### src/rtl/nts_tx_arbiter_pkg.sv
// nts_tx_arbiter_pkg: FSM encoding, default sizing and byte-mask width helper for the TX arbiter
package nts_tx_arbiter_pkg;
   typedef enum logic [2:0] {ST_IDLE, ST_REQ, ST_STREAM, ST_DRAIN, ST_GAP} state_t;
   localparam int DEF_MAC_DATA_WIDTH     = 64;
   localparam int DEF_IFG_CYCLES         = 2;
   localparam int DEF_FIRST_WORD_TIMEOUT = 16;
   localparam int DEF_MAX_WORDS          = 190;
   function automatic int valid_width(input int data_width);
      return data_width / 8;
   endfunction
endpackage

### src/rtl/nts_tx_rr_arbiter.sv
// nts_tx_rr_arbiter: two-requester round-robin; the registered grant doubles as the last-granted pointer
module nts_tx_rr_arbiter (
   input  logic       i_clk,
   input  logic       i_areset,
   input  logic [1:0] i_req,
   input  logic       i_freeze,
   output logic       o_gnt
);
   logic pick;
   assign pick = (&i_req) ? !o_gnt : i_req[1];
   always_ff @(posedge i_clk) begin
      if (i_areset) o_gnt <= 1'b1;
      else if (!i_freeze && |i_req) o_gnt <= pick;
   end
endmodule

### src/rtl/nts_tx_arbiter.sv
// nts_tx_arbiter: grants one of two TX sources to the MAC, forwards its frame and enforces gap, timeout and size limits
module nts_tx_arbiter
   import nts_tx_arbiter_pkg::*;
#(
   parameter int MAC_DATA_WIDTH     = DEF_MAC_DATA_WIDTH,
   parameter int IFG_CYCLES         = DEF_IFG_CYCLES,
   parameter int FIRST_WORD_TIMEOUT = DEF_FIRST_WORD_TIMEOUT,
   parameter int MAX_WORDS          = DEF_MAX_WORDS
) (
   input  logic                                     i_clk,
   input  logic                                     i_areset,
   input  logic                                     i_s0_tx_start,
   output logic                                     o_s0_tx_ack,
   input  logic [valid_width(MAC_DATA_WIDTH)-1:0]   i_s0_tx_data_valid,
   input  logic [MAC_DATA_WIDTH-1:0]                i_s0_tx_data,
   input  logic                                     i_s1_tx_start,
   output logic                                     o_s1_tx_ack,
   input  logic [valid_width(MAC_DATA_WIDTH)-1:0]   i_s1_tx_data_valid,
   input  logic [MAC_DATA_WIDTH-1:0]                i_s1_tx_data,
   output logic                                     o_mac_tx_start,
   input  logic                                     i_mac_tx_ack,
   output logic [valid_width(MAC_DATA_WIDTH)-1:0]   o_mac_tx_data_valid,
   output logic [MAC_DATA_WIDTH-1:0]                o_mac_tx_data,
   output logic [31:0]                              o_frames_s0,
   output logic [31:0]                              o_frames_s1,
   output logic [15:0]                              o_errors
);
   localparam int DVW = valid_width(MAC_DATA_WIDTH);
   localparam int WW  = $clog2(MAX_WORDS + 1);
   localparam int TW  = $clog2(FIRST_WORD_TIMEOUT + 1);
   localparam int GW  = $clog2(IFG_CYCLES + 1);
   state_t                    state;
   logic                      gnt;
   logic                      src_start;
   logic [DVW-1:0]            src_valid;
   logic [MAC_DATA_WIDTH-1:0] src_data;
   logic [WW-1:0]             words;
   logic [TW-1:0]             wait_cnt;
   logic [GW-1:0]             gap_cnt;
   logic [15:0]               err_next;
   assign src_start = gnt ? i_s1_tx_start : i_s0_tx_start;
   assign src_valid = gnt ? i_s1_tx_data_valid : i_s0_tx_data_valid;
   assign src_data  = gnt ? i_s1_tx_data : i_s0_tx_data;
   assign err_next  = (o_errors == 16'hFFFF) ? o_errors : o_errors + 16'd1;
   nts_tx_rr_arbiter u_rr (
      .i_clk    (i_clk),
      .i_areset (i_areset),
      .i_req    ({i_s1_tx_start, i_s0_tx_start}),
      .i_freeze (state != ST_IDLE),
      .o_gnt    (gnt)
   );
   always_ff @(posedge i_clk) begin
      if (i_areset) begin
         state               <= ST_IDLE;
         o_s0_tx_ack         <= 1'b0;
         o_s1_tx_ack         <= 1'b0;
         o_mac_tx_start      <= 1'b0;
         o_mac_tx_data_valid <= '0;
         o_mac_tx_data       <= '0;
         o_frames_s0         <= '0;
         o_frames_s1         <= '0;
         o_errors            <= '0;
         words               <= '0;
         wait_cnt            <= '0;
         gap_cnt             <= '0;
      end else begin
         o_s0_tx_ack         <= 1'b0;
         o_s1_tx_ack         <= 1'b0;
         o_mac_tx_data_valid <= '0;
         o_mac_tx_data       <= '0;
         case (state)
            ST_IDLE: if (i_s0_tx_start || i_s1_tx_start) begin
               state          <= ST_REQ;
               o_mac_tx_start <= 1'b1;
            end
            ST_REQ: if (i_mac_tx_ack) begin
               state          <= ST_STREAM;
               o_mac_tx_start <= 1'b0;
               o_s0_tx_ack    <= !gnt;
               o_s1_tx_ack    <= gnt;
               words          <= '0;
               wait_cnt       <= '0;
            end else if (!src_start) begin
               state          <= ST_IDLE;
               o_mac_tx_start <= 1'b0;
            end
            ST_STREAM: if (src_valid == '0) begin
               if (words != '0) begin
                  state   <= ST_GAP;
                  gap_cnt <= '0;
                  if (gnt) o_frames_s1 <= o_frames_s1 + 32'd1;
                  else o_frames_s0 <= o_frames_s0 + 32'd1;
               end else if (wait_cnt == TW'(FIRST_WORD_TIMEOUT - 1)) begin
                  state    <= ST_GAP;
                  gap_cnt  <= '0;
                  o_errors <= err_next;
               end else wait_cnt <= wait_cnt + 1'b1;
            end else if (words == WW'(MAX_WORDS)) begin
               // runaway frame: swallow the excess word and everything after it
               state    <= ST_DRAIN;
               o_errors <= err_next;
            end else begin
               words               <= words + 1'b1;
               o_mac_tx_data_valid <= src_valid;
               o_mac_tx_data       <= src_data;
            end
            ST_DRAIN: if (src_valid == '0) begin
               state   <= ST_GAP;
               gap_cnt <= '0;
            end
            ST_GAP: if (gap_cnt == GW'(IFG_CYCLES - 1)) state <= ST_IDLE;
               else gap_cnt <= gap_cnt + 1'b1;
            default: state <= ST_IDLE;
         endcase
      end
   end
endmodule
### config.mk
export PLATFORM = sky130hd
export DESIGN_NAME = nts_tx_arbiter
export DESIGN_NICKNAME = d
export VERILOG_FILES = /design/src/rtl/nts_tx_arbiter_pkg.sv /design/src/rtl/nts_tx_rr_arbiter.sv /design/src/rtl/nts_tx_arbiter.sv
export SDC_FILE = /design/constraint.sdc
export NUM_CORES = 1
export LEC_CHECK = 0
export ABC_CLOCK_PERIOD_IN_PS = 5100
export CAP_MARGIN = 40
export CELL_PAD_IN_SITES_DETAIL_PLACEMENT = 1
export CELL_PAD_IN_SITES_GLOBAL_PLACEMENT = 1
export CORE_MARGIN = 4
export CORE_UTILIZATION = 49
export CTS_CLUSTER_SIZE = 24
export DETAILED_ROUTE_END_ITERATION = 10
export DONT_BUFFER_PORTS = 1
export PLACE_DENSITY = 0.92
export SYNTH_ARGS = -nofsm -noshare
export SYNTH_HDL_FRONTEND = slang
export SYNTH_HIERARCHICAL = 1
export SYNTH_SLANG_ARGS = --single-unit
### constraint.sdc
create_clock -name i_clk -period 5.1 [get_ports i_clk]
set_clock_uncertainty 0.05 [all_clocks]
set_input_delay 1.53 -clock i_clk [delete_from_list [all_inputs] [get_ports i_clk]]
set_output_delay 1.53 -clock i_clk [all_outputs]
set_load 0.02 [all_outputs]
# After elaboration in Yosys (flattened, before gate mapping)
# Index checks and enable logic that the tools add are counted.
[word_totals]
ff_bits = 174
latchBits = 0
ramBits = 0
romBits = 0
in_bits = 149
output_inout_bits = 155
wordCells = 109
mem_count = 0
[op_classes]
n_addsub = 6
multipliers = 0
div_mod_pow = 0
magnitude_cmp = 0
n_eq_ne = 24
shift = 0
muxes = 38
n_bitwise = 4
reduce_logical = 24
[op_table]
columns = ["op", "n"]
rows = [
  ["$mux W16", 5],
  ["$add A32 B1 Y32 const B", 2],
  ["$mux W64", 1],
  ["$mux W8", 4],
  ["$mux W3", 9],
  ["$ne A2 B2 Y1 const B", 11],
  ["$mux W5", 4],
  ["$add A16 B1 Y16 const B", 1],
  ["$eq A16 B16 Y1 const B", 1],
  ["$pmux W8 S2", 1],
  ["$reduce_and A4 Y1", 4],
  ["$pmux W3 S5", 1],
  ["$mux W2", 5],
  ["$pmux W5 S2", 1],
  ["$reduce_and A5 Y1", 2],
  ["$ne A3 B3 Y1 const B", 3],
  ["$add A8 B1 Y8 const B", 1],
  ["$eq A8 B8 Y1 const B", 1],
  ["$logic_not A8 Y1", 1],
  ["$reduce_bool A8 Y1", 1],
  ["$eq A3 B2 Y1 const B", 2],
  ["$pmux W2 S3", 1],
  ["$reduce_and A6 Y1", 1],
  ["$reduce_bool A2 Y1", 3],
  ["other kinds (21)", 30],
]

# Depth between registers and ports, before layout
# Gate-level depths: netlist of the first run.
[logic_depth]
word_depth = 5
ltp_mapped = 10
ltp_nobuf = 8

# Hierarchy
# Netlist of the first run, hierarchy kept.
[modules_own_cells]
columns = ["module", "instances", "cells_per_inst", "area_per_inst_um2", "seq_area_each_um2"]
rows = [
  ["nts_tx_arbiter", 1, 843, 7536.0, 3463.3],
  ["nts_tx_rr_arbiter", 1, 5, 50.0, 20.0],
]

# Least setup slack after synthesis of the first run
# No wires, ideal clock.
[synth_path]
kind = "input -> register"
startpoint = "in i_s1_tx_data_valid[1]"
endpoint = "reg o_errors[15]"
setup_time_ns = 0.123
arrival_ns = 3.393
t_required_ns = 4.927
path_slack_ns = 1.534
path_stages = 7
path_buffers = 1
path_cell_list = "or4b_1 o22a_2 nor4b_4 nor2_2 buf_6 nor4_2 mux2_1"
[synth_between]
elab_chain_cells = 4
[synth_rtl]
columns = ["element", "line", "rtl"]
rows = [
  ["start, declared", "nts_tx_arbiter.sv:18", "input logic [valid_width(MAC_DATA_WIDTH)-1:0] i_s1_tx_data_valid,"],
  ["$mux W8 *", "nts_tx_arbiter.sv:42", "assign src_valid = gnt ? i_s1_tx_data_valid : i_s0_tx_data_valid;"],
  ["$logic_not A8 Y1 *", "nts_tx_arbiter.sv:87", "ST_STREAM: if (src_valid == '0) begin"],
  ["$ne A2 B1 Y1 (no line), or another cell as far along", "-", ""],
  ["$reduce_and A4 Y1 (no line)", "-", ""],
  ["end signal, assigned", "nts_tx_arbiter.sv:96", "o_errors <= err_next;"],
  ["end signal, assigned", "nts_tx_arbiter.sv:101", "o_errors <= err_next;"],
  ["end, declared", "nts_tx_arbiter.sv:26", "output logic [15:0] o_errors"],
]
# Mark *: on every way between the ends. The rest lies on a longest branch, timed or not.
# A chain may end at the register's enable or synchronous reset.

# Final worst setup path of the first run
[layout_path]
startpoint = "in i_s1_tx_data_valid[1]"
endpoint = "reg o_frames_s1[3]"
[layout_between]
elab_chain_cells = 3
[layout_rtl]
columns = ["element", "line", "rtl"]
rows = [
  ["$mux W8", "nts_tx_arbiter.sv:42", ""],
  ["$logic_not A8 Y1", "nts_tx_arbiter.sv:87", ""],
  ["$reduce_and A4 Y1 (no line)", "-", ""],
  ["end signal, assigned", "nts_tx_arbiter.sv:91", "if (gnt) o_frames_s1 <= o_frames_s1 + 32'd1;"],
  ["end, declared", "nts_tx_arbiter.sv:25", "output logic [31:0] o_frames_s1,"],
]
# No other way between the ends.

==> results.py, run 1 <==
metrics = {
    "run_status": {
        "status": "complete, no violations",
    },
    "critical_path": {
        "worst_setup_path_start_kind": "primary input",
        "r2r_end": "o_mac_tx_data[25]",
        "cp.arrival_ns": 4.07,
        "reg2reg_from": "u_rr/o_gnt",
        "startpoint": "i_s1_tx_data_valid[1]",
        "crit_type": "primary input to flip-flop",
        "critPathRequiredTime_ns": 5.37,
        "endpoint_kind": "flip-flop",
        "rr_worst_depth": 7,
        "critPathMaxFanout": 21,
        "rrSetupSlack_ns": 1.84,
    },
    "cts": {
        "hold_buffers": 0,
        "ctsResizeCount": 0,
        "cts_tree": "built",
        "clkTransAtPathRegs_ns": 0.07,
        "clk_latency_ns": 0.43,
        "post_cts.repair.setup_buffers": 0,
        "htree_levels": 4,
        "cts_sinks": 174,
        "cts_buffers": 17,
        "root_buffer": "clkbuf_16",
        "clockBufferDepth": 2,
    },
    "global_routing": {
        "gr-total-overflow": 0,
        "grt_pass1_wl_um": 36600,
        "grt_max_degree": 102,
        "track_usage_pct": 26.2,
        "antenna_found_initial": 0,
        "grt_pass1_vias": 6433,
    },
    "flow_run": {
        "maxCapViolations": 0,
    },
    "timing": {
        "finalMaxSlewViolations": 0,
        "relSlewSlack_pct": 43.4,
        "worst_pin_slew_ns": 0.847,
        "setup_viol": 0,
        "min_period_over_period_pct": 74.6,
        "period_minus_slack_ns": 3.81,
        "max_freq_ghz": 0.263,
        "finalHoldViolCount": 0,
        "rsz0062_at_grt": "no",
        "setup_tns_ns": 0,
    },
    "layout": {
        "final_common_cell": "dfxtp_1",
        "layout.nets": 988,
        "drive_above_1_share_pct": 6.42,
        "final_cell_mix": "dfxtp_1 (173), nor2_1 (141), mux2i_1 (76), a21oi_1 (47), nand2_1 (35)",
        "diodes": 0,
        "fin_cells": 1029,
        "area_delta_synth_final_pct": 9.53,
        "final_util_pct": 54.7,
    },
    "logic_synthesis": {
        "yosys_most_used_dff": "dfxtp_1",
        "synth_edf_count": 0,
        "syn_inst": 848,
        "syn_area_um2": 7590,
        "ys_warn_count": 6,
        "synth-async-reset-ratio_pct": 0,
        "synth_cell_types": 56,
        "ys_seq_elements": 174,
        "synth.avg_cell_area_um2": 8.95,
        "syn_nets": 1007,
        "yosysSeqAreaShare_pct": 45.9,
    },
    "drt": {
        "drt_pass1_iterations": 5,
        "wl_per_cell_um": 22.9,
        "route.detailed.drc": 0,
        "drtIter0Drc": 317,
        "finalWirelength_um": 23500,
        "vias": 6272,
        "drtAntennaViolNets": 0,
        "viasPerCell": 6.10,
    },
    "floorplanning": {
        "row_count": 45,
        "die_h_um": 132,
        "floorplan.die_area_um2": 17500,
        "core_um2": 15200,
        "start_util_pct": 49.9,
        "num_io_pins": 304,
        "die_x_um": 132,
    },
    "min_path": {
        "worst_hold_path_type": "flip-flop to flip-flop",
        "hold_depth": 2,
        "holdPathEnd": "gap_cnt[1]",
        "worstHoldStart": "gap_cnt[1]",
    },
    "placed_design": {
        "place.detailed.instances": 998,
        "place.detailed.hpwl_um": 17500,
        "place_congestion": 0.839,
        "port_buffers": 0,
    },
    "power": {
        "peakVddDrop_v": 0.000218,
        "p_leak_uw": 0.00322,
        "p_per_area_nw_per_um2": 369,
    },
}
cells in the mapped netlist, drive strengths merged, types with 2 or more instances:
cell type / number / share of area [%]
nor2b: 6 / 0.49
or4: 15 / 1.5
o31ai: 12 / 1.2
o21ai: 29 / 1.9
or4b: 3 / 0.40
a21oi: 47 / 3.1
xor2: 14 / 1.6
nor4b: 2 / 0.43
buf: 13 / 0.94
a31oi: 4 / 0.33
and3: 13 / 1.1
nand2b: 6 / 0.59
a22oi: 2 / 0.20
o21bai: 2 / 0.20
nor4: 17 / 1.5
clkbuf: 31 / 1.5
ha: 10 / 1.6
nand2: 35 / 1.7
nand3: 31 / 2.2
and4: 5 / 0.58
or3: 33 / 2.7
nor2: 142 / 7.1
xnor2: 31 / 3.6
or2: 3 / 0.25
nand4: 29 / 2.6
dfxtp: 174 / 46
mux2i: 76 / 10
inv: 21 / 1.0
and2: 3 / 0.25
nor3b: 2 / 0.26
nor3: 25 / 1.7
routing by layer:
metal / vias up / global-route usage [%] / routed length (um)
met5: - / 0 / 0
met4: 0 / 6.81 / 365
met3: 19 / 12.4 / 2320
met2: 235 / 43.2 / 11300
met1: 3060 / 30.9 / 9570
li1: 2958 / - / -
critical path, stage by stage:
cell,delay [ns]
or4b_1,0.56
o22ai_1,0.39
nand3_1,0.71
nor4_1,0.64
xnor2_1,0.18
nor2_1,0.05
stage by stage:
stage,area [um2],total power (uW),worst slack (ns),hold slack (ns)
after floorplan,7590,1710,1.53,0.382
after global placement,7690,1760,0.974,0.385
after detailed placement,7710,1770,0.897,0.416
after CTS,8310,3100,1.35,0.426
after global routing,8310,3180,1.11,0.445
final,8310,3060,1.29,0.422
power breakdown:
| group | leakage [uW] | total [uW] | switching [uW] | internal [uW] |
|---|---|---|---|---|
| clock | 0.000291 | 1320 | 563 | 760 |
| combinational | 0.00152 | 280 | 156 | 124 |
| sequential | 0.00140 | 1460 | 72.3 | 1390 |
kinds of logic (layout without fill, tap and decap cells):
group                      Yosys count  in the layout  share of synthesized area [%]
xor gates and xnor gates            45             45                           5.20
adders and majority gates           10             10                           1.65
and+or+nand+nor                    373            373                           25.7
AOI/OAI and AO/OA                  104            104                           7.83
muxes                               77             77                           10.2
buffers and inverters               65             58                           3.51
DFF                                174            174                           45.9
worst max-delay path by stage:
| stage | end | slack, ns | depth (start not counted) |
|---|---|---|---|
| floorplan | o_errors[15] | 1.53 | 7 |
| CTS | o_frames_s1[3] | 1.35 | 6 |
| global route | o_frames_s1[25] | 1.11 | 6 |
| finish | o_frames_s1[3] | 1.29 | 6 |
| detailed placement | o_mac_tx_data[25] | 0.90 | 7 |
| global placement | o_mac_tx_data_valid[1] | 0.97 | 7 |
sequential cells by signal, indices dropped and copies added (netlist names):
register             cells
o_s1_tx_ack              1
o_mac_tx_start           1
u_rr/o_gnt               1
gap_cnt                  2
o_frames_s1             32
o_s0_tx_ack              1
o_mac_tx_data_valid      8
words                    8
o_errors                16
o_mac_tx_data           64
state                    3
wait_cnt                 5
o_frames_s0             32
layout make-up:
type,count,area [um2]
inverter,21,78.8
tap,188,235
clock inverter,13,149
multi-input combinational,609,3840
sequential,174,3490
clock buffer,18,450
fill,1772,6890
timing repair buffer,6,70.1
No activity file was read; power rests on OpenSTA's default activity.
==> run 2: changes to the inputs <==
--- a/config.mk
+++ b/config.mk
@@ -5,16 +5,16 @@
 export SDC_FILE = /design/constraint.sdc
 export NUM_CORES = 1
 export LEC_CHECK = 0
-export ABC_CLOCK_PERIOD_IN_PS = 5100
+export ABC_CLOCK_PERIOD_IN_PS = 3600
 export CAP_MARGIN = 40
 export CELL_PAD_IN_SITES_DETAIL_PLACEMENT = 1
 export CELL_PAD_IN_SITES_GLOBAL_PLACEMENT = 1
 export CORE_MARGIN = 4
-export CORE_UTILIZATION = 49
+export CORE_UTILIZATION = 46
 export CTS_CLUSTER_SIZE = 24
 export DETAILED_ROUTE_END_ITERATION = 10
 export DONT_BUFFER_PORTS = 1
-export PLACE_DENSITY = 0.92
+export PLACE_DENSITY = 0.87
 export SYNTH_ARGS = -nofsm -noshare
 export SYNTH_HDL_FRONTEND = slang
 export SYNTH_HIERARCHICAL = 1
==> constraint.sdc (replaced) <==
create_clock -name i_clk -period 3.6 [get_ports i_clk]
set_clock_uncertainty 0.05 [all_clocks]
set_input_delay 1.08 -clock i_clk [delete_from_list [all_inputs] [get_ports i_clk]]
set_output_delay 1.08 -clock i_clk [all_outputs]
set_load 0.02 [all_outputs]
==> run 2 against run 1 <==
Sequential share of layout area down 0.40 points. First-iteration DRC count down 9.1%. Combinational power up 43%. Largest power group unchanged. Largest cell class unchanged.
==> results.py, run 2 (synthesis results as in run 1) <==
metrics = {
    "cts": {
        "htree_levels": 4,
        "ctsResizeCount": 0,
        "hold_buffers": 0,
        "cts_sinks": 174,
        "cts_buffers": 17,
        "clkTransAtPathRegs_ns": 0.07,
        "post_cts.repair.setup_buffers": 0,
        "clockBufferDepth": 2,
        "root_buffer": "clkbuf_16",
        "clk_latency_ns": 0.41,
        "cts_tree": "built",
    },
    "placed_design": {
        "place_congestion": 0.799,
        "post_dp_cell_area_um2": 7800,
        "port_buffers": 0,
        "place.detailed.hpwl_um": 17700,
    },
    "timing": {
        "finalHoldViolCount": 0,
        "worst_pin_slew_ns": 0.900,
        "setup_viol": 0,
        "setup_tns_ns": 0,
        "period_minus_slack_ns": 2.99,
        "relSlewSlack_pct": 40.0,
        "rsz0062_at_grt": "no",
        "min_period_over_period_pct": 83.0,
        "max_freq_ghz": 0.335,
        "whs_ns": 0.404,
        "finalMaxSlewViolations": 0,
    },
    "drt": {
        "vias": 6270,
        "finalWirelength_um": 23300,
        "route.detailed.drc": 0,
        "drtIter0Drc": 288,
        "viasPerCell": 5.88,
        "drt_pass1_iterations": 6,
        "drtAntennaViolNets": 0,
        "wl_per_cell_um": 21.9,
    },
    "layout": {
        "largest_reg_flops": 64,
        "regMostFlops": "o_mac_tx_data",
        "nFillCells": 1859,
        "diodes": 0,
        "design_area_um2": 8390,
        "drive_above_1_share_pct": 7.29,
        "area_delta_synth_final_pct": 10.6,
        "layout.nets": 996,
        "final_cell_mix": "dfxtp_1 (173), nor2_1 (141), mux2i_1 (76), a21oi_1 (47), nand2_1 (35)",
        "final_common_cell": "dfxtp_1",
        "reg_top3": "o_mac_tx_data (64), o_frames_s0 (32), o_frames_s1 (32)",
        "final_util_pct": 52.4,
    },
    "floorplanning": {
        "floorplan.die_area_um2": 18600,
        "die_x_um": 136,
        "core_um2": 16000,
        "start_util_pct": 47.4,
        "die_h_um": 136,
        "num_io_pins": 304,
        "row_count": 46,
    },
    "critical_path": {
        "endpoint_kind": "flip-flop",
        "startpoint": "i_s1_tx_data_valid[1]",
        "rr_worst_depth": 7,
        "crit_type": "primary input to flip-flop",
        "r2r_end": "o_errors[13]",
        "rrSetupSlack_ns": 0.75,
        "crit_family": "simple AND/OR/NAND/NOR gates",
        "path_depth": 7,
        "critPathMaxFanout": 10,
        "crit_path_end": "o_errors[13]",
        "critPathRequiredTime_ns": 3.90,
        "slowest_stage": "or4b_1",
        "crit_chain": "or4b_1 -> o22a_2 -> nor4b_4 -> nor2_2 -> buf_4 -> or4_1 -> a21oi_1",
        "reg2reg_from": "u_rr/o_gnt",
        "worst_setup_path_start_kind": "primary input",
        "cp_num_buf_inv": 1,
        "crit_path_max_incr_delay_ns": 0.54,
        "cp.arrival_ns": 3.29,
    },
    "global_routing": {
        "track_usage_pct": 24.1,
        "grt_max_degree": 102,
        "gr-total-overflow": 0,
        "antenna_found_initial": 0,
        "grt_pass1_vias": 6377,
        "grt_pass1_wl_um": 35000,
    },
    "power": {
        "power_uw": 4300,
        "p_leak_uw": 0.00324,
        "p_per_area_nw_per_um2": 512,
        "peakVddDrop_v": 0.000345,
    },
    "min_path": {
        "worstHoldStart": "gap_cnt[1]",
        "worst_hold_path_type": "flip-flop to flip-flop",
    },
    "run_status": {
        "status": "complete, no violations",
    },
    "flow_run": {
        "maxCapViolations": 0,
    },
}
run 2: cell count changes in the layout (fill, tap and decap cells not counted), sizes merged:
| cell | previous run | this run |
|---|---|---|
| inv | 28 | 27 |
| buf | 6 | 14 |
| clkinvlp | 2 | 4 |
run 2: worst min-delay path by stage:
stage,to,cells after the start
after CTS,gap_cnt[1],2
after detailed placement,gap_cnt[1],2
after floorplan,gap_cnt[1],2
after global routing,gap_cnt[1],2
after global placement,gap_cnt[1],2
final,gap_cnt[1],2
run 2: per-layer routing:
layer | vias to the layer above | GRT usage [%] | part of all wire (%)
li1 | 2972 | - | -
met1 | 3083 | 29.1 | 40
met2 | 194 | 39.3 | 49
met3 | 21 | 10.3 | 9.7
met4 | 0 | 7.00 | 1.6
met5 | - | 0 | 0
run 2: stage by stage:
stage / setup slack (ns) / cells
2_1_floorplan: 0.484 / 848
3_3_place_gp: 0.237 / 1034
3_5_place_dp: 0.167 / 1034
4_1_cts: 0.609 / 1066
5_1_grt: 0.475 / 1066
6_report: 0.611 / 1066
run 2: cell type report:
| type | instances | area [um2] | share of cell area (%) |
|---|---|---|---|
| clock inverters | 14 | 155 | 1.85 |
| inverters | 21 | 78.8 | 0.940 |
| well taps | 216 | 270 | 3.22 |
| repair buffers | 14 | 130 | 1.55 |
| flip-flops and latches | 174 | 3490 | 41.6 |
| clock buffers | 18 | 429 | 5.12 |
| multi-input cells | 609 | 3840 | 45.8 |
run 2: worst register-to-register path: stages, from the launching register on:
cell	delay, ns
dfxtp_4	0.55
or4b_1	0.51
o22a_2	0.31
nor4b_4	0.37
nor2_2	0.17
buf_4	0.20
or4_1	0.48
a21oi_1	0.15
run 2: power breakdown:
| part | leakage, uW | internal (uW) | switching, uW |
|---|---|---|---|
| Clock | 0.000276 | 1040 | 793 |
| Combinational | 0.00156 | 179 | 222 |
| Sequential | 0.00140 | 1970 | 98.0 |
==> run 3: changes to the inputs <==
--- a/config.mk
+++ b/config.mk
@@ -5,7 +5,7 @@
 export SDC_FILE = /design/constraint.sdc
 export NUM_CORES = 1
 export LEC_CHECK = 0
-export ABC_CLOCK_PERIOD_IN_PS = 3600
+export ABC_CLOCK_PERIOD_IN_PS = 3000
 export CAP_MARGIN = 40
 export CELL_PAD_IN_SITES_DETAIL_PLACEMENT = 1
 export CELL_PAD_IN_SITES_GLOBAL_PLACEMENT = 1
==> constraint.sdc (replaced) <==
create_clock -name i_clk -period 3 [get_ports i_clk]
set_clock_uncertainty 0.05 [all_clocks]
set_input_delay 0.9 -clock i_clk [delete_from_list [all_inputs] [get_ports i_clk]]
set_output_delay 0.9 -clock i_clk [all_outputs]
set_load 0.02 [all_outputs]
==> run 3 against run 2 <==
Worst setup slack worse by 0.32 ns. Wire length rose by 4.8%. Register-to-register slack got worse by 0.46 ns. Die area unchanged. Clock-buffer cell count stayed put. Sequential share of layout area is 1.4 points lower. Utilization grew 1.9 points. Combinational power rose by 28%. Critical path type is now flip-flop to flip-flop. Critical path depth unchanged.
==> results.py, run 3 (synthesis results as in run 1) <==
metrics = {
    "cts": {
        "cts_sinks": 174,
        "clkTransAtPathRegs_ns": 0.07,
        "clk_latency_ns": 0.42,
        "post_cts.repair.setup_buffers": 0,
        "clockBufferDepth": 2,
        "cts_tree": "built",
        "ctsResizeCount": 0,
        "htree_levels": 4,
        "cts_buffers": 17,
        "hold_buffers": 0,
        "root_buffer": "clkbuf_16",
    },
    "drt": {
        "drt_pass1_iterations": 4,
        "route.detailed.drc": 0,
        "drtAntennaViolNets": 0,
        "viasPerCell": 5.85,
        "wl_per_cell_um": 22.2,
        "finalWirelength_um": 24400,
        "vias": 6447,
        "drtIter0Drc": 276,
    },
    "timing": {
        "worst_pin_slew_ns": 0.879,
        "setup_viol": 0,
        "whs_ns": 0.416,
        "finalMaxSlewViolations": 0,
        "finalHoldViolCount": 0,
        "min_period_over_period_pct": 90.3,
        "period_minus_slack_ns": 2.71,
        "relSlewSlack_pct": 41.4,
        "max_freq_ghz": 0.369,
        "rsz0062_at_grt": "no",
    },
    "layout": {
        "final_cell_mix": "dfxtp_1 (173), nor2_1 (141), mux2i_1 (76), a21oi_1 (47), buf_4 (45)",
        "final_common_cell": "dfxtp_1",
        "area_delta_synth_final_pct": 14.5,
        "reg_top3": "o_mac_tx_data (64), o_frames_s0 (32), o_frames_s1 (32)",
        "fin_cells": 1102,
        "diodes": 0,
        "final_util_pct": 54.3,
        "layout.nets": 1032,
        "drive_above_1_share_pct": 11.2,
        "nFillCells": 1879,
        "largest_reg_flops": 64,
        "regMostFlops": "o_mac_tx_data",
    },
    "critical_path": {
        "crit_chain": "or4b_1 -> o22a_2 -> nor4b_4 -> nor2_2 -> buf_12 -> or4_1 -> a21oi_1",
        "cp.arrival_ns": 3.01,
        "worst_setup_path_start_kind": "flip-flop",
        "slowest_stage": "dfxtp_4",
        "critPathMaxFanout": 19,
        "critPathRequiredTime_ns": 3.30,
        "crit_path_max_incr_delay_ns": 0.54,
        "crit_type": "flip-flop to flip-flop",
        "endpoint_kind": "flip-flop",
    },
    "floorplanning": {
        "die_h_um": 136,
        "core_um2": 16000,
        "floorplan.die_area_um2": 18600,
        "die_x_um": 136,
        "start_util_pct": 47.4,
        "row_count": 46,
        "num_io_pins": 304,
    },
    "placed_design": {
        "port_buffers": 0,
        "place.detailed.instances": 1070,
        "place.detailed.hpwl_um": 18500,
        "place_congestion": 0.832,
    },
    "global_routing": {
        "gr-total-overflow": 0,
        "grt_pass1_wl_um": 36700,
        "grt_pass1_vias": 6602,
        "track_usage_pct": 25.3,
        "antenna_found_initial": 0,
        "grt_max_degree": 102,
    },
    "run_status": {
        "status": "complete, no violations",
    },
    "power": {
        "power_uw": 5150,
        "p_per_area_nw_per_um2": 593,
        "peakVddDrop_v": 0.000368,
        "p_leak_uw": 0.00344,
    },
    "min_path": {
        "worst_hold_path_type": "flip-flop to flip-flop",
    },
    "flow_run": {
        "maxCapViolations": 0,
    },
}
run 3: cell types whose count changed in the layout (fill, tap and decap cells not counted):
| cell | previous run | this run |
|---|---|---|
| clkinvlp_4 | 4 | 1 |
| buf_4 | 12 | 45 |
| inv_8 | 1 | 3 |
| inv_6 | 5 | 8 |
| clkinv_2 | 2 | 0 |
| clkinv_4 | 0 | 1 |
| clkbuf_1 | 1 | 0 |
| clkinv_8 | 0 | 1 |
| clkbuf_8 | 0 | 1 |
| buf_12 | 2 | 5 |
| bufinv_16 | 2 | 0 |
run 3: worst paths after layout:
check,start,end,slack [ns],cells after the start
setup / recovery,u_rr/o_gnt,o_errors[5],0.29,7
hold / removal,gap_cnt[1],gap_cnt[1],0.42,2
setup reg to reg,u_rr/o_gnt,o_errors[5],0.29,7
hold reg to reg,gap_cnt[1],gap_cnt[1],0.42,2
run 3: cell type report:
type	instances	area, um2	area share, %
clock inverter	14	136	1.57
multi-input combinational	609	3840	44.2
sequential	174	3490	40.1
inverter	21	78.8	0.907
tap	216	270	3.11
timing repair buffer	50	438	5.04
clock buffer	18	439	5.05
run 3: per-stage QoR:
stage                     setup TNS [ns]  worst slack [ns]  cell area [um2]
after floorplan                        0            0.0637             7590
after global placement            -0.218           -0.0461             8110
after detailed placement           -1.82            -0.126             8110
after CTS                              0             0.268             8690
after global routing                   0            0.0224             8690
final                                  0             0.290             8690
run 3: per-layer routing:
layer | vias to the layer above | wire (um) | track usage, % | part of all wire (%)
li1 | 3040 | - | - | -
met1 | 3161 | 9740 | 30.5 | 40
met2 | 219 | 12000 | 41.4 | 49
met3 | 27 | 2390 | 10.5 | 9.8
met4 | 0 | 352 | 7.45 | 1.4
met5 | - | 0 | 0 | 0
run 3: report_power, final:
| group | internal, uW | switching [uW] | total (uW) |
|---|---|---|---|
| clock network | 1130 | 1030 | 2170 |
| logic | 230 | 283 | 513 |
| registers | 2360 | 115 | 2480 |
| total | 3720 | 1430 | 5150 |
run 3: worst max-delay path, delay by kind of cell, from the launching register on:
kind,cells,cell delay (ns)
AO/OA/AOI/OAI,2,0.48
buffers and inverters,1,0.16
flip-flops,1,0.54
AND/OR/NAND/NOR,4,1.41
